[src/rtl/bp_me_wb_client.sv]
// Wishbone B4 classic slave that bridges single-beat WB cycles onto a BedRock
// uncached mem_fwd/mem_rev port, one transaction outstanding at a time.
module bp_me_wb_client #(
  parameter int paddr_width_p  = 40,
  parameter int did_width_p    = 3,
  parameter int lce_id_width_p = 4,
  parameter int data_width_p   = 64,
  parameter logic [did_width_p-1:0]    src_did_p    = '0,
  parameter logic [lce_id_width_p-1:0] src_lce_id_p = '0,
  localparam int mem_fwd_header_width_lp = lce_id_width_p + did_width_p + 3 + paddr_width_p + 4,
  localparam int mem_rev_header_width_lp = mem_fwd_header_width_lp
) (
  input  logic                               clk_i,
  input  logic                               reset_n_i,
  input  logic [paddr_width_p-4:0]           adr_i,
  input  logic [data_width_p-1:0]            dat_i,
  input  logic                               cyc_i,
  input  logic                               stb_i,
  input  logic [data_width_p/8-1:0]          sel_i,
  input  logic                               we_i,
  input  logic [2:0]                         cti_i,
  input  logic [1:0]                         bte_i,
  output logic [data_width_p-1:0]            dat_o,
  output logic                               ack_o,
  output logic                               err_o,
  output logic [mem_fwd_header_width_lp-1:0] mem_fwd_header_o,
  output logic [data_width_p-1:0]            mem_fwd_data_o,
  output logic                               mem_fwd_v_o,
  input  logic                               mem_fwd_ready_and_i,
  output logic                               mem_fwd_last_o,
  input  logic [mem_rev_header_width_lp-1:0] mem_rev_header_i,
  input  logic [data_width_p-1:0]            mem_rev_data_i,
  input  logic                               mem_rev_v_i,
  output logic                               mem_rev_ready_and_o,
  input  logic                               mem_rev_last_i
);

  localparam logic [3:0] UcRd = 4'd2;
  localparam logic [3:0] UcWr = 4'd3;

  typedef struct packed {
    logic [lce_id_width_p-1:0] lceId;
    logic [did_width_p-1:0]    srcDid;
    logic [2:0]                size;
    logic [paddr_width_p-1:0]  addr;
    logic [3:0]                msgType;
  } fwdHeader_t;

  typedef enum logic [2:0] {
    eIdle, eSend, eWait, eResp, eErr
  } state_e;

  state_e                  state_q;
  fwdHeader_t              fwdHeader_q, fwdHeader_d;
  logic [data_width_p-1:0] fwdData_q, fwdData_d;
  logic [data_width_p-1:0] datOut_q;
  logic                    we_q, ack_q, err_q, fwdV_q, revReady_q;

  logic                    selLegal;
  logic [2:0]              selSize;
  logic [2:0]              selLsb;
  logic [data_width_p-1:0] shifted;

  // The sideband fields carry nothing this single-beat bridge needs.
  logic unusedInputs;
  assign unusedInputs = &{1'b0, cti_i, bte_i, mem_rev_header_i, mem_rev_last_i};

  // Only naturally aligned power-of-two byte groups map onto a BedRock size.
  always_comb begin
    selLegal = 1'b1;
    selSize  = 3'd0;
    selLsb   = 3'd0;
    case (sel_i)
      8'h01: selLsb = 3'd0;
      8'h02: selLsb = 3'd1;
      8'h04: selLsb = 3'd2;
      8'h08: selLsb = 3'd3;
      8'h10: selLsb = 3'd4;
      8'h20: selLsb = 3'd5;
      8'h40: selLsb = 3'd6;
      8'h80: selLsb = 3'd7;
      8'h03: begin selSize = 3'd1; selLsb = 3'd0; end
      8'h0C: begin selSize = 3'd1; selLsb = 3'd2; end
      8'h30: begin selSize = 3'd1; selLsb = 3'd4; end
      8'hC0: begin selSize = 3'd1; selLsb = 3'd6; end
      8'h0F: begin selSize = 3'd2; selLsb = 3'd0; end
      8'hF0: begin selSize = 3'd2; selLsb = 3'd4; end
      8'hFF: begin selSize = 3'd3; selLsb = 3'd0; end
      default: selLegal = 1'b0;
    endcase
  end

  // BedRock expects the addressed bytes replicated across the whole data word.
  always_comb begin
    shifted = dat_i >> {selLsb, 3'b000};
    case (selSize)
      3'd0:    fwdData_d = {8{shifted[7:0]}};
      3'd1:    fwdData_d = {4{shifted[15:0]}};
      3'd2:    fwdData_d = {2{shifted[31:0]}};
      default: fwdData_d = shifted;
    endcase
    fwdHeader_d         = '0;
    fwdHeader_d.msgType = we_i ? UcWr : UcRd;
    fwdHeader_d.addr    = {adr_i, selLsb};
    fwdHeader_d.size    = selSize;
    fwdHeader_d.srcDid  = src_did_p;
    fwdHeader_d.lceId   = src_lce_id_p;
  end

  always_ff @(posedge clk_i or negedge reset_n_i) begin
    if (!reset_n_i) begin
      state_q     <= eIdle;
      fwdHeader_q <= '0;
      fwdData_q   <= '0;
      datOut_q    <= '0;
      we_q        <= 1'b0;
      ack_q       <= 1'b0;
      err_q       <= 1'b0;
      fwdV_q      <= 1'b0;
      revReady_q  <= 1'b0;
    end else begin
      ack_q <= 1'b0;
      err_q <= 1'b0;
      case (state_q)
        eIdle: begin
          if (cyc_i && stb_i) begin
            if (selLegal) begin
              fwdHeader_q <= fwdHeader_d;
              fwdData_q   <= fwdData_d;
              we_q        <= we_i;
              fwdV_q      <= 1'b1;
              state_q     <= eSend;
            end else begin
              err_q   <= 1'b1;
              state_q <= eErr;
            end
          end
        end
        eSend: begin
          if (mem_fwd_ready_and_i) begin
            fwdV_q     <= 1'b0;
            revReady_q <= 1'b1;
            state_q    <= eWait;
          end
        end
        // A master that abandoned its cycle still lets the response drain.
        eWait: begin
          if (mem_rev_v_i) begin
            revReady_q <= 1'b0;
            ack_q      <= cyc_i & stb_i;
            datOut_q   <= we_q ? '0 : mem_rev_data_i;
            state_q    <= eResp;
          end
        end
        eResp: begin
          datOut_q <= '0;
          state_q  <= eIdle;
        end
        default: state_q <= eIdle;
      endcase
    end
  end

  assign dat_o               = datOut_q;
  assign ack_o               = ack_q;
  assign err_o               = err_q;
  assign mem_fwd_header_o    = fwdHeader_q;
  assign mem_fwd_data_o      = fwdData_q;
  assign mem_fwd_v_o         = fwdV_q;
  assign mem_fwd_last_o      = fwdV_q;
  assign mem_rev_ready_and_o = revReady_q;

endmodule

[config.mk]
export PLATFORM = sky130hd
export DESIGN_NAME = bp_me_wb_client
export DESIGN_NICKNAME = d
export VERILOG_FILES = /design/src/rtl/bp_me_wb_client.sv
export SDC_FILE = /design/constraint.sdc
export NUM_CORES = 1
export LEC_CHECK = 0
export CORE_ASPECT_RATIO = 0.8
export CORE_MARGIN = 3
export CORE_UTILIZATION = 30
export DETAILED_ROUTE_END_ITERATION = 6
export HOLD_SLACK_MARGIN = 0.1
export PLACE_DENSITY_LB_ADDON = 0.08
export SYNTH_ARGS = -nofsm -noshare
export SYNTH_HDL_FRONTEND = slang
export SYNTH_SLANG_ARGS = --single-unit
[constraint.sdc]
create_clock -name clk_i -period 2.8 [get_ports clk_i]
set_input_delay 0.42 -clock clk_i [delete_from_list [all_inputs] [get_ports clk_i]]
set_output_delay 0.42 -clock clk_i [all_outputs]
set_load 0.03 [all_outputs]
==> flow_summary_export.csv <==
group,metric,value,unit
synth,synth_cell_types,63,
synth,netlist_area,9240,sq um
sta,timing.final.max_slew_violations,0,
sta,whs,0.471,ns
clock_tree,clock_tree.buffer_depth,2,
detailed_routing,wire_per_inst,20.7,um
detailed_routing,detailroute.via_count,9326,
synth,ys.warnings.count,0,
synth,synth_fa_ha_area_share,0,%
synth,postSynthCellCount,935,
synth,synth_top_area_share,48.5,%
outcome,status,"complete, no violations",
synth,synthDominantAreaCellType,"dfrtp_1",
job,maxCapViolations,0,
synth,post_synth.cell_area_avg,9.88,sq um
critical_path,path_class,"in -> reg",
sta,setup_viol_count_final,0,
layout,drive_gt1_share,20.0,%
synth,number_of_synthesized_register_bits,179,
die,ioPinCount,427,
pwr,power_density,824,nW/um^2
synth,synthArstFlopShare,100,%
synth,synth_ff_type,"dfrtp_1",
die,floorplan.initialDensity,31.0,%
placed_design,dp_worst_setup_slack,-0.729,ns
sta,fmaxAchievable,0.368,GHz
layout,final.fill_count,2859,
synth,synth_most_common_cell,"nand2_1",
die,floorplan.die.height,163,um
placed_design,buffer_ports.inserted,356,
synth,yosys.area_share.xor_xnor,0.284,%
synth,synth-simple-area-share,15.1,%
clock_tree,cts.reportedPaths.clkPinSlew,0.07,ns
pwr,cellLeakagePower,6.84,nW
grt,grt_pass1_wl,56000,um
grt,number_of_antenna_violations_at_the_first_check_in_global_routing,0,
die,num_rows,56,
critical_path,critPathLaunchType,"input pin",
sta,clock-skew-final,0.00629,ns
sta,setup_slack_of_the_critical_path_after_layout,0.0819,ns
synth,combinational_family_with_the_most_area_after_synthesis,"compound AO/OA/AOI/OAI gates",
clock_tree,numClockSinks,179,
clock_tree,h-tree-depth,4,
grt,via_count_of_the_first_global_routing_pass,9292,
detailed_routing,route.detailed.drc,0,
critical_path,timing.critical_path.to_type,"flip-flop",
placed_design,place_congestion,0.860,
die,placeableCoreArea,29800,sq um
worst_hold_path,hold_path_class,"reg -> reg",
die,floorplan_die_width,202,um
sta,tns,0,ns
grt,global_route.usage.total,21.9,%
detailed_routing,wl_final,37900,um
clock_tree,cts_tree,"done",
die,die-area,33000,sq um
grt,grt_max_degree,67,
detailed_routing,drtPass1Iterations,5,
clock_tree,numCtsBuffers,17,
synth,synth_sequential_area_ratio,48.5,%
layout,n_antenna_cell,0,
synth,synthTopCellsByCount,"nand2_1 (210), dfrtp_1 (179), a22o_1 (65), mux2i_1 (62), nor2_1 (54)",
sta,rsz0062_at_grt,"false",
pwr,design_power_total,0.0127,W
clock_tree,ctsRootBufferMaster,"clkbuf_16",
layout,nets,1651,
layout,layout_area_growth_over_synthesis,67.0,%
clock_tree,clk-insertion-delay-late,0.43,ns
synth,synth_area_in_compound_gates,18.8,%
placed_design,dp_hpwl,28000,um
sta,max-slew-margin-rel,58.8,%
grt,globalRouteOverflowTotal,0,
synth,yosys-mux-area-fraction,12.7,%
pwr,ir_worst_vdd,0.585,mV
sta,worst-slew-pin-transition,0.611,ns
detailed_routing,drt_iter0_markers,613,
sta,timing.final.crit_share,97.1,%
sta,final_period_minus_worst_setup_slack,2.72,ns
sta,timing.final.hold_violations,0,
critical_path,cp_data_required_time,3.13,ns
critical_path,timing.critical_path.arrival,3.04,ns
synth,synth.top_cells.by_area,"dfrtp_1 (48%), nand2_1 (8.5%), mux2i_1 (6.7%)",
detailed_routing,antenna_violating_nets_post_route,0,
synth,synth_enable_flop_cells,0,
critical_path,crit_fanout,6,
detailed_routing,via_to_cell_ratio,5.10,
cells in the final DEF, fill, tap and decap left out, types with 13 or more instances in the layout:
| master | instances |
|---|---|
| dfrtp_1 | 179 |
| mux4_2 | 20 |
| buf_12 | 15 |
| mux2i_1 | 57 |
| clkdlybuf4s50_1 | 347 |
| a31oi_1 | 13 |
| buf_4 | 143 |
| o21ai_0 | 47 |
| a21oi_1 | 35 |
| nor2_1 | 52 |
| nand2_1 | 209 |
| clkbuf_16 | 20 |
| a22o_1 | 65 |
worst max-delay path, cell delays in order:
cell and delay [ns]:
dlygate4sd2_1 0.24, buf_6 0.13, xnor2_1 0.13, or3_4 0.40, a21oi_4 0.15, buf_12 0.14, buf_12 0.13, mux4_2 0.31
mux2_4 0.29, and2_4 0.14, o311a_1 0.34, a211o_1 0.23
routing by layer:
layer  global-route usage [%]  part of all wire [%]
met3                     6.29                   7.5
met5                        0                     0
met4                     4.97                   1.6
met1                     30.4                    45
met2                     34.2                    46
cells by family after synthesis:
group,after synthesis
DFF,179
xor gates and xnor gates,3
AOI/OAI and AO/OA,247
and+or+nand+nor,327
muxes,91
buffers and inverters,87
other,1
timing repair:
action                                  4_1_cts  5_1_grt
setup buffers                                 6       10
resized for setup                            26       43
hold buffers                                  1        0
endpoints found under the hold margin        55        0
pin swaps                                     6       11
endpoints found under the setup margin       38       99
cloned                                        1        7
per-stage QoR:
step                util (%)  std cells  instance area (sq um)
global placement        47.9       1773                  14300
CTS                     50.5       1812                  15100
detailed placement      47.9       1773                  14300
floorplan                  -        944                   9290
global route            51.7       1829                  15400
finish                  51.7       1829                  15400
sequential cells by signal (all words and copies together), names as in the netlist:
name,count
mem_fwd_header_o,44
err_o,1
mem_fwd_last_o,1
ack_o,1
mem_rev_ready_and_o,1
mem_fwd_data_o,64
state_q,3
dat_o,64
worst paths after layout:
path / from / end / slack (ns) / depth (start not counted)
setup / recovery: sel_i[7] / mem_fwd_data_o[31] / 0.08 / 12
hold / removal: mem_fwd_header_o[35] / mem_fwd_header_o[35] / 0.47 / 2
setup reg to reg: state_q[0] / mem_fwd_data_o[59] / 0.46 / 6
hold reg to reg: mem_fwd_header_o[35] / mem_fwd_header_o[35] / 0.47 / 2
max in group asynchronous: reset_n_i / mem_fwd_data_o[10] / 1.50 / 3
min in group asynchronous: reset_n_i / mem_fwd_data_o[51] / 0.50 / 2
layout make-up:
| type | instances | area (sq um) | area share [%] |
|---|---|---|---|
| inverter | 3 | 11.3 | 0.0730 |
| sequential | 179 | 4480 | 29.0 |
| tap | 406 | 508 | 3.29 |
| multi-input combinational | 680 | 4650 | 30.1 |
| clock inverter | 12 | 158 | 1.02 |
| timing repair buffer | 530 | 5180 | 33.6 |
| clock buffer | 19 | 443 | 2.87 |
power by group:
group | internal, W | switching [W]
combinational | 0.00267 | 0.00338
clock | 0.00143 | 0.00106
sequential | 0.00355 | 0.000635
total | 0.00764 | 0.00507
Power figures use the tool's default switching activity.
